### src/rtl/mem_access_unit_pkg.sv
// mem_access_pkg: shared types and constants for the load/store access unit.
//   state_t : FSM state encoding (IDLE, READ, WRITE, RESP)
//   F3_*    : RV32I funct3 size/sign encodings for loads and stores
package mem_access_pkg;

  typedef enum logic [1:0] {
    IDLE  = 2'd0,
    READ  = 2'd1,
    WRITE = 2'd2,
    RESP  = 2'd3
  } state_t;

  localparam logic [2:0] F3_B  = 3'b000;
  localparam logic [2:0] F3_H  = 3'b001;
  localparam logic [2:0] F3_W  = 3'b010;
  localparam logic [2:0] F3_BU = 3'b100;
  localparam logic [2:0] F3_HU = 3'b101;

endpackage

### src/rtl/mem_access_unit_lane_align.sv
// lane_align: combinational little-endian lane handling for the access unit.
//   word       in  32  word read from memory
//   wdata      in  32  store data (low byte / low halfword used for SB / SH)
//   addr_lo    in  2   byte offset within the word
//   funct3     in  3   RV32I size/sign encoding
//   is_write   in  1   1 = store, 0 = load
//   load_data  out 32  extracted and extended load value (0 if illegal)
//   store_word out 32  old word with the store lane merged in
//   err        out 1   misaligned access or illegal funct3
import mem_access_pkg::*;

module lane_align (
  input  logic [31:0] word,
  input  logic [31:0] wdata,
  input  logic [1:0]  addr_lo,
  input  logic [2:0]  funct3,
  input  logic        is_write,
  output logic [31:0] load_data,
  output logic [31:0] store_word,
  output logic        err
);

  logic [7:0]  lane_b;
  logic [15:0] lane_h;

  always_comb begin
    lane_b = word[7:0];
    case (addr_lo)
      2'd0:    lane_b = word[7:0];
      2'd1:    lane_b = word[15:8];
      2'd2:    lane_b = word[23:16];
      default: lane_b = word[31:24];
    endcase
    lane_h = addr_lo[1] ? word[31:16] : word[15:0];
  end

  always_comb begin
    load_data = 32'd0;
    case (funct3)
      F3_B:    load_data = {{24{lane_b[7]}}, lane_b};
      F3_H:    load_data = {{16{lane_h[15]}}, lane_h};
      F3_W:    load_data = word;
      F3_BU:   load_data = {24'd0, lane_b};
      F3_HU:   load_data = {16'd0, lane_h};
      default: load_data = 32'd0;
    endcase
  end

  always_comb begin
    store_word = word;
    case (funct3)
      F3_B: begin
        case (addr_lo)
          2'd0:    store_word[7:0]   = wdata[7:0];
          2'd1:    store_word[15:8]  = wdata[7:0];
          2'd2:    store_word[23:16] = wdata[7:0];
          default: store_word[31:24] = wdata[7:0];
        endcase
      end
      F3_H: begin
        if (addr_lo[1]) store_word[31:16] = wdata[15:0];
        else            store_word[15:0]  = wdata[15:0];
      end
      F3_W:    store_word = wdata;
      default: store_word = word;
    endcase
  end

  // Stores have no unsigned forms, so anything from 011 upward is illegal.
  always_comb begin
    err = 1'b1;
    if (is_write) begin
      case (funct3)
        F3_B:    err = 1'b0;
        F3_H:    err = addr_lo[0];
        F3_W:    err = |addr_lo;
        default: err = 1'b1;
      endcase
    end else begin
      case (funct3)
        F3_B, F3_BU: err = 1'b0;
        F3_H, F3_HU: err = addr_lo[0];
        F3_W:        err = |addr_lo;
        default:     err = 1'b1;
      endcase
    end
  end

endmodule

### src/rtl/mem_access_unit.sv
// mem_access_unit: load/store access unit in front of a word-addressed data
// memory (async read, sync write). One request in flight; one response each.
//   clk, reset_n              clock, async active-low reset
//   req_valid/req_ready       request handshake (ready only in IDLE)
//   req_write, req_funct3     store/load select and RV32I size encoding
//   req_addr, req_wdata       byte address and store data
//   resp_valid/err/rdata      one-cycle response; err/rdata hold until next
//   mem_addr, mem_din         word-aligned address and write word
//   mem_read, mem_write       memory strobes (READ / WRITE state only)
//   mem_dout                  memory read data
import mem_access_pkg::*;

module mem_access_unit (
  input  logic        clk,
  input  logic        reset_n,
  input  logic        req_valid,
  output logic        req_ready,
  input  logic        req_write,
  input  logic [2:0]  req_funct3,
  input  logic [31:0] req_addr,
  input  logic [31:0] req_wdata,
  output logic        resp_valid,
  output logic        resp_err,
  output logic [31:0] resp_rdata,
  output logic [31:0] mem_addr,
  output logic [31:0] mem_din,
  output logic        mem_read,
  output logic        mem_write,
  input  logic [31:0] mem_dout
);

  state_t      state;
  logic        lat_write;
  logic [2:0]  lat_funct3;
  logic [1:0]  lat_addr_lo;
  logic [31:0] lat_wdata;

  logic        al_write;
  logic [2:0]  al_funct3;
  logic [1:0]  al_addr_lo;
  logic [31:0] load_data;
  logic [31:0] store_word;
  logic        al_err;

  // In IDLE the aligner checks the live request for errors; afterwards it
  // works on the latched request to extract or merge the read word.
  always_comb begin
    al_write   = lat_write;
    al_funct3  = lat_funct3;
    al_addr_lo = lat_addr_lo;
    if (state == IDLE) begin
      al_write   = req_write;
      al_funct3  = req_funct3;
      al_addr_lo = req_addr[1:0];
    end
  end

  lane_align u_lane_align (
    .word       (mem_dout),
    .wdata      (lat_wdata),
    .addr_lo    (al_addr_lo),
    .funct3     (al_funct3),
    .is_write   (al_write),
    .load_data  (load_data),
    .store_word (store_word),
    .err        (al_err)
  );

  always_ff @(posedge clk or negedge reset_n) begin
    if (!reset_n) begin
      state       <= IDLE;
      lat_write   <= 1'b0;
      lat_funct3  <= 3'd0;
      lat_addr_lo <= 2'd0;
      lat_wdata   <= 32'd0;
      req_ready   <= 1'b1;
      resp_valid  <= 1'b0;
      resp_err    <= 1'b0;
      resp_rdata  <= 32'd0;
      mem_addr    <= 32'd0;
      mem_din     <= 32'd0;
      mem_read    <= 1'b0;
      mem_write   <= 1'b0;
    end else begin
      case (state)
        IDLE: begin
          if (req_valid) begin
            lat_write   <= req_write;
            lat_funct3  <= req_funct3;
            lat_addr_lo <= req_addr[1:0];
            lat_wdata   <= req_wdata;
            req_ready   <= 1'b0;
            if (al_err) begin
              state      <= RESP;
              resp_valid <= 1'b1;
              resp_err   <= 1'b1;
              resp_rdata <= 32'd0;
            end else if (req_write && (req_funct3 == F3_W)) begin
              // Full-word store needs no read-modify-write.
              state     <= WRITE;
              mem_write <= 1'b1;
              mem_addr  <= {req_addr[31:2], 2'b00};
              mem_din   <= req_wdata;
            end else begin
              state    <= READ;
              mem_read <= 1'b1;
              mem_addr <= {req_addr[31:2], 2'b00};
            end
          end
        end
        READ: begin
          mem_read <= 1'b0;
          if (lat_write) begin
            state     <= WRITE;
            mem_write <= 1'b1;
            mem_din   <= store_word;
          end else begin
            state      <= RESP;
            mem_addr   <= 32'd0;
            resp_valid <= 1'b1;
            resp_err   <= 1'b0;
            resp_rdata <= load_data;
          end
        end
        WRITE: begin
          state      <= RESP;
          mem_write  <= 1'b0;
          mem_addr   <= 32'd0;
          mem_din    <= 32'd0;
          resp_valid <= 1'b1;
          resp_err   <= 1'b0;
          resp_rdata <= 32'd0;
        end
        RESP: begin
          state      <= IDLE;
          resp_valid <= 1'b0;
          req_ready  <= 1'b1;
        end
        default: begin
          state      <= IDLE;
          req_ready  <= 1'b1;
          resp_valid <= 1'b0;
          mem_read   <= 1'b0;
          mem_write  <= 1'b0;
          mem_addr   <= 32'd0;
          mem_din    <= 32'd0;
        end
      endcase
    end
  end

endmodule

### config.mk
export PLATFORM = sky130hd
export DESIGN_NAME = mem_access_unit
export DESIGN_NICKNAME = d
export VERILOG_FILES = /design/src/rtl/mem_access_unit_pkg.sv /design/src/rtl/mem_access_unit_lane_align.sv /design/src/rtl/mem_access_unit.sv
export SDC_FILE = /design/constraint.sdc
export NUM_CORES = 1
export LEC_CHECK = 0
export CORE_UTILIZATION = 30
export CTS_BUF_LIST = sky130_fd_sc_hd__clkbuf_4 sky130_fd_sc_hd__clkbuf_8
export CTS_CLUSTER_SIZE = 16
export DETAILED_ROUTE_END_ITERATION = 8
export PLACE_DENSITY = 0.6
export SETUP_SLACK_MARGIN = 0.02
export SLEW_MARGIN = 25
export SYNTH_ARGS = -nofsm -noshare
export SYNTH_HDL_FRONTEND = slang
export SYNTH_SLANG_ARGS = --single-unit
### constraint.sdc
create_clock -name clk -period 3.2 [get_ports clk]
set_input_delay 0.48 -clock clk [delete_from_list [all_inputs] [get_ports clk]]
set_output_delay 0.48 -clock clk [all_outputs]
set_load 0.03 [all_outputs]
==> out/metrics.csv <==
stage,metric,value,unit
place,DP HPWL,20380,µm
logic_synthesis,sequential cell area fraction in the yosys report,44.67,%
power,Clk pwr share,13.2,%
floorplanning,std cell rows,58,
place,cell area after placement,0.01017,mm²
setup_path,crit path DAT,3.23,ns
detailed_routing,initial DRC count,645,
grt,GRT Resource Usage Total,21.54,%
detailed_routing,Pre-Repair DR Iteration Count,6,
sta,Tmin final,2.891,ns
power,sw power,0.005723,W
clock_tree,CTS Buffer Depth,2,
sta,Setup Viol. Count Final,0,
min_path,worst hold endpoint,resp_rdata[22],
status,status,"finished, final reports clean",
setup_path,"slowest stage delay, CP",0.43,ns
setup_path,critical-path cell list,inv_1 > ha_2 > buf_4 > nand3_1 > and3_1 > a22o_1 > o21ai_2 > buf_4 > mux2_2,
logic_synthesis,#FFs+latches synth,139,
setup_path,Levels on crit path,9,
min_path,Hold Crit Start,resp_rdata[22],
logic_synthesis,Post-synth EDFFs,0,
setup_path,CP required,3.54,ns
sta,clk_skew,0.008314,ns
logic_synthesis,Syn Inst Count,707,
grt,vias in the first global route,7014,
clock_tree,post-CTS setup buffer count,0,
grt,largest net degree at the start of global routing,70,
sta,"Slew Viols, Final",0,
power,VDD IR max,0.4876,mV
sta,Worst Tran Pin Value,0.7362,ns
floorplanning,Initial Util,30.75,%
clock_tree,clock sink total,139,
flow_run,max_cap viols,0,
floorplanning,Core ar.,0.02533,mm²
setup_path,crit path launch type,flip-flop,
min_path,Hold Path Cell Cnt,1,
setup_path,crit path buf inv count,3,
sta,unrepaired setup endpoints after global routing,no,
setup_path,R2R cell count,9,
logic_synthesis,Netlist Area Pre-Place,0.007789,mm²
logic_synthesis,"Avg Cell Area, Syn",11.02,µm²
logic_synthesis,"Primary FF master, synth",dfrtp_1,
clock_tree,Clock Pin Slew Worst Setup and Hold Paths,0.08,ns
setup_path,crit path capture type,flip-flop,
grt,grt total ovfl,0,
clock_tree,TritonCTS clock tree,yes,
final_layout,"commonest non-fill, non-tap cells in the layout","clkdlybuf4s50_1, dfrtp_1, mux2_2, nor2b_1, o2bb2ai_1",
power,sw frac,46.34,%
detailed_routing,wire per inst,22.72,µm
setup_path,Worst Path Max Fanout,30,
place,port bufs,201,
sta,Worst slew margin,50.83,%
place,Placer Congestion,0.8421,
logic_synthesis,"Async S/R FF share, synth",100.0,%
power,Seq pwr share,26.2,%
setup_path,RR Startpoint,state[1],
setup_path,CP most frequent cell,buf_4,
power,Pwr Density,1162,mW/mm²
final_layout,Final Net Count,1008,
final_layout,final instance area,0.01063,mm²
final_layout,fin util,41.98,%
floorplanning,IO Pins,204,
sta,max frequency,0.3459,GHz
setup_path,"Max stage delay cell, worst path",dfrtp_1,
final_layout,"most common cell after layout, fill and taps aside",clkdlybuf4s50_1,
floorplanning,die width,163.1,µm
clock_tree,CTS H-Tree Depth,4,
power,Leak,4.189,nW
final_layout,Syn-to-layout area delta,36.50,%
setup_path,worst reg2reg path endpoint,mem_addr[9],
sta,Final Cycle Share,90.34,%
final_layout,Ant. Diodes,0,
clock_tree,Worst-Skew Late Latency,0.46,ns
min_path,Hold WC Path Type,flip-flop to flip-flop,
power,Cell Int Power,0.006627,W
final_layout,layout cells sized above 1,18.20,%
floorplanning,die area,0.02661,mm²
clock_tree,cts bufs inserted,17,
sta,Final Hold Vio Count,0,
detailed_routing,final wirelength,28220,µm
floorplanning,DIE HEIGHT,163.1,µm
grt,first-pass GRT wire length,42780,µm
grt,antenna violations before repair,1,
setup_path,crit path kind,flip-flop to flip-flop,
setup_path,"delay-heaviest family, CP",buffers and inverters,
setup_path,FF-to-FF setup slack,0.31,ns
clock_tree,Root Driver,clkbuf_8,
detailed_routing,Via density,5.643,
logic_synthesis,synth unique cells,69,
detailed_routing,post-route ant nets,0,
detailed_routing,detailed-route DRC error count,0,
power,Comb power frac,60.6,%
detailed_routing,DR vias,7008,
logic_synthesis,Synth Warn #,0,
sta,post-route setup TNS,0,ns
## metrics by stage
stage | power (W) | setup WS [ns] | cells | hold slack, ns
global placement | 0.01060 | 0.2194 | 1211 | 0.4385
CTS | 0.01235 | 0.1770 | 1242 | 0.4965
floorplan | 0.008139 | 0.6305 | 708 | 0.1844
finish | 0.01235 | 0.3092 | 1242 | 0.4928
global route | 0.01309 | 0.1605 | 1242 | 0.5156
detailed placement | 0.01067 | 0.2069 | 1211 | 0.4461
## worst max path at each step
stage / startpoint / endpoint
2_1_floorplan: state[0] / mem_din[12]
6_report: state[1] / mem_addr[9]
3_3_place_gp: state[0] / mem_addr[2]
3_5_place_dp: state[1] / mem_addr[5]
5_1_grt: state[1] / mem_addr[19]
4_1_cts: state[1] / mem_addr[9]
## layer usage
| layer | share of wire [%] | vias to the layer above | GRT usage, % |
|---|---|---|---|
| met3 | 9.7 | 50 | 6.653 |
| met2 | 46 | 351 | 33.58 |
| li1 | - | 3125 | - |
| met4 | 2.6 | 0 | 7.562 |
| met5 | 0 | - | 0 |
| met1 | 42 | 3482 | 28.04 |
## cell usage after synthesis (8+ instances only)
| master | number | share of area [%] |
|---|---|---|
| mux2_2 | 74 | 11 |
| a222oi_1 | 9 | 1.2 |
| o2111ai_1 | 16 | 1.8 |
| buf_6 | 8 | 1.2 |
| nor2b_1 | 49 | 3.9 |
| inv_1 | 30 | 1.4 |
| o2bb2ai_1 | 39 | 4.4 |
| o31ai_1 | 8 | 0.77 |
| nand4_1 | 9 | 0.72 |
| nand3_1 | 10 | 0.64 |
| nand2_1 | 16 | 0.77 |
| clkbuf_1 | 31 | 1.5 |
| mux2i_1 | 19 | 2.4 |
| o211ai_1 | 13 | 1.3 |
| dfrtp_1 | 138 | 44 |
| nor2_1 | 12 | 0.58 |
| buf_2 | 17 | 1.1 |
| a21oi_1 | 30 | 1.9 |
| a32oi_1 | 9 | 1.0 |
| a221o_1 | 8 | 1.0 |
| o21ai_0 | 17 | 1.1 |
| a221oi_1 | 17 | 1.9 |
| a41oi_1 | 8 | 0.90 |
| a211oi_1 | 25 | 2.4 |
## state kept, by name (all words and copies together), names as in the netlist
register,count
lat_wdata,32
mem_din,32
resp_rdata,32
mem_addr,30
lat_funct3,3
lat_addr_lo,2
state,2
lat_write,1
mem_read,1
mem_write,1
req_ready,1
resp_err,1
resp_valid,1
## power groups by stage
stage               sequential (W)  clock [W]  combinational (W)
floorplan                  0.00399          0            0.00415
global placement           0.00324          0            0.00736
detailed placement         0.00324          0            0.00743
CTS                        0.00323    0.00167            0.00745
global route               0.00333    0.00174            0.00802
finish                     0.00323    0.00164            0.00748
## kinds of logic (layout without fill, tap and decap cells)
group	count (synthesis)	in the layout	share of synthesized area (%)
muxes	98	98	14.01
other	1	2	0.04815
adders and majority gates	4	4	0.6426
AOI/OAI and AO/OA	234	234	24.13
DFF	139	139	44.67
buffers and inverters	96	300	6.008
and+or+nand+nor	135	135	10.49
## what timing repair did
| action | in CTS | in global routing |
|---|---|---|
| gates resized for setup | 0 | 1 |
| hold endpoints to repair | 44 | 0 |
| endpoints found under the setup margin | 0 | 16 |
| hold buffers | 1 | 0 |
## area by class of cell
type	count	area [µm²]
Timing Repair Buffer	239	2326
Multi-Input combinational cell	473	3856
Clock inverter	10	165.2
Tap cell	330	412.9
Inverter	31	116.4
Fill cell	2439	14700
Clock buffer	20	275.3
Sequential cell	139	3480
Note: power is estimated with default switching activity, not from simulation.
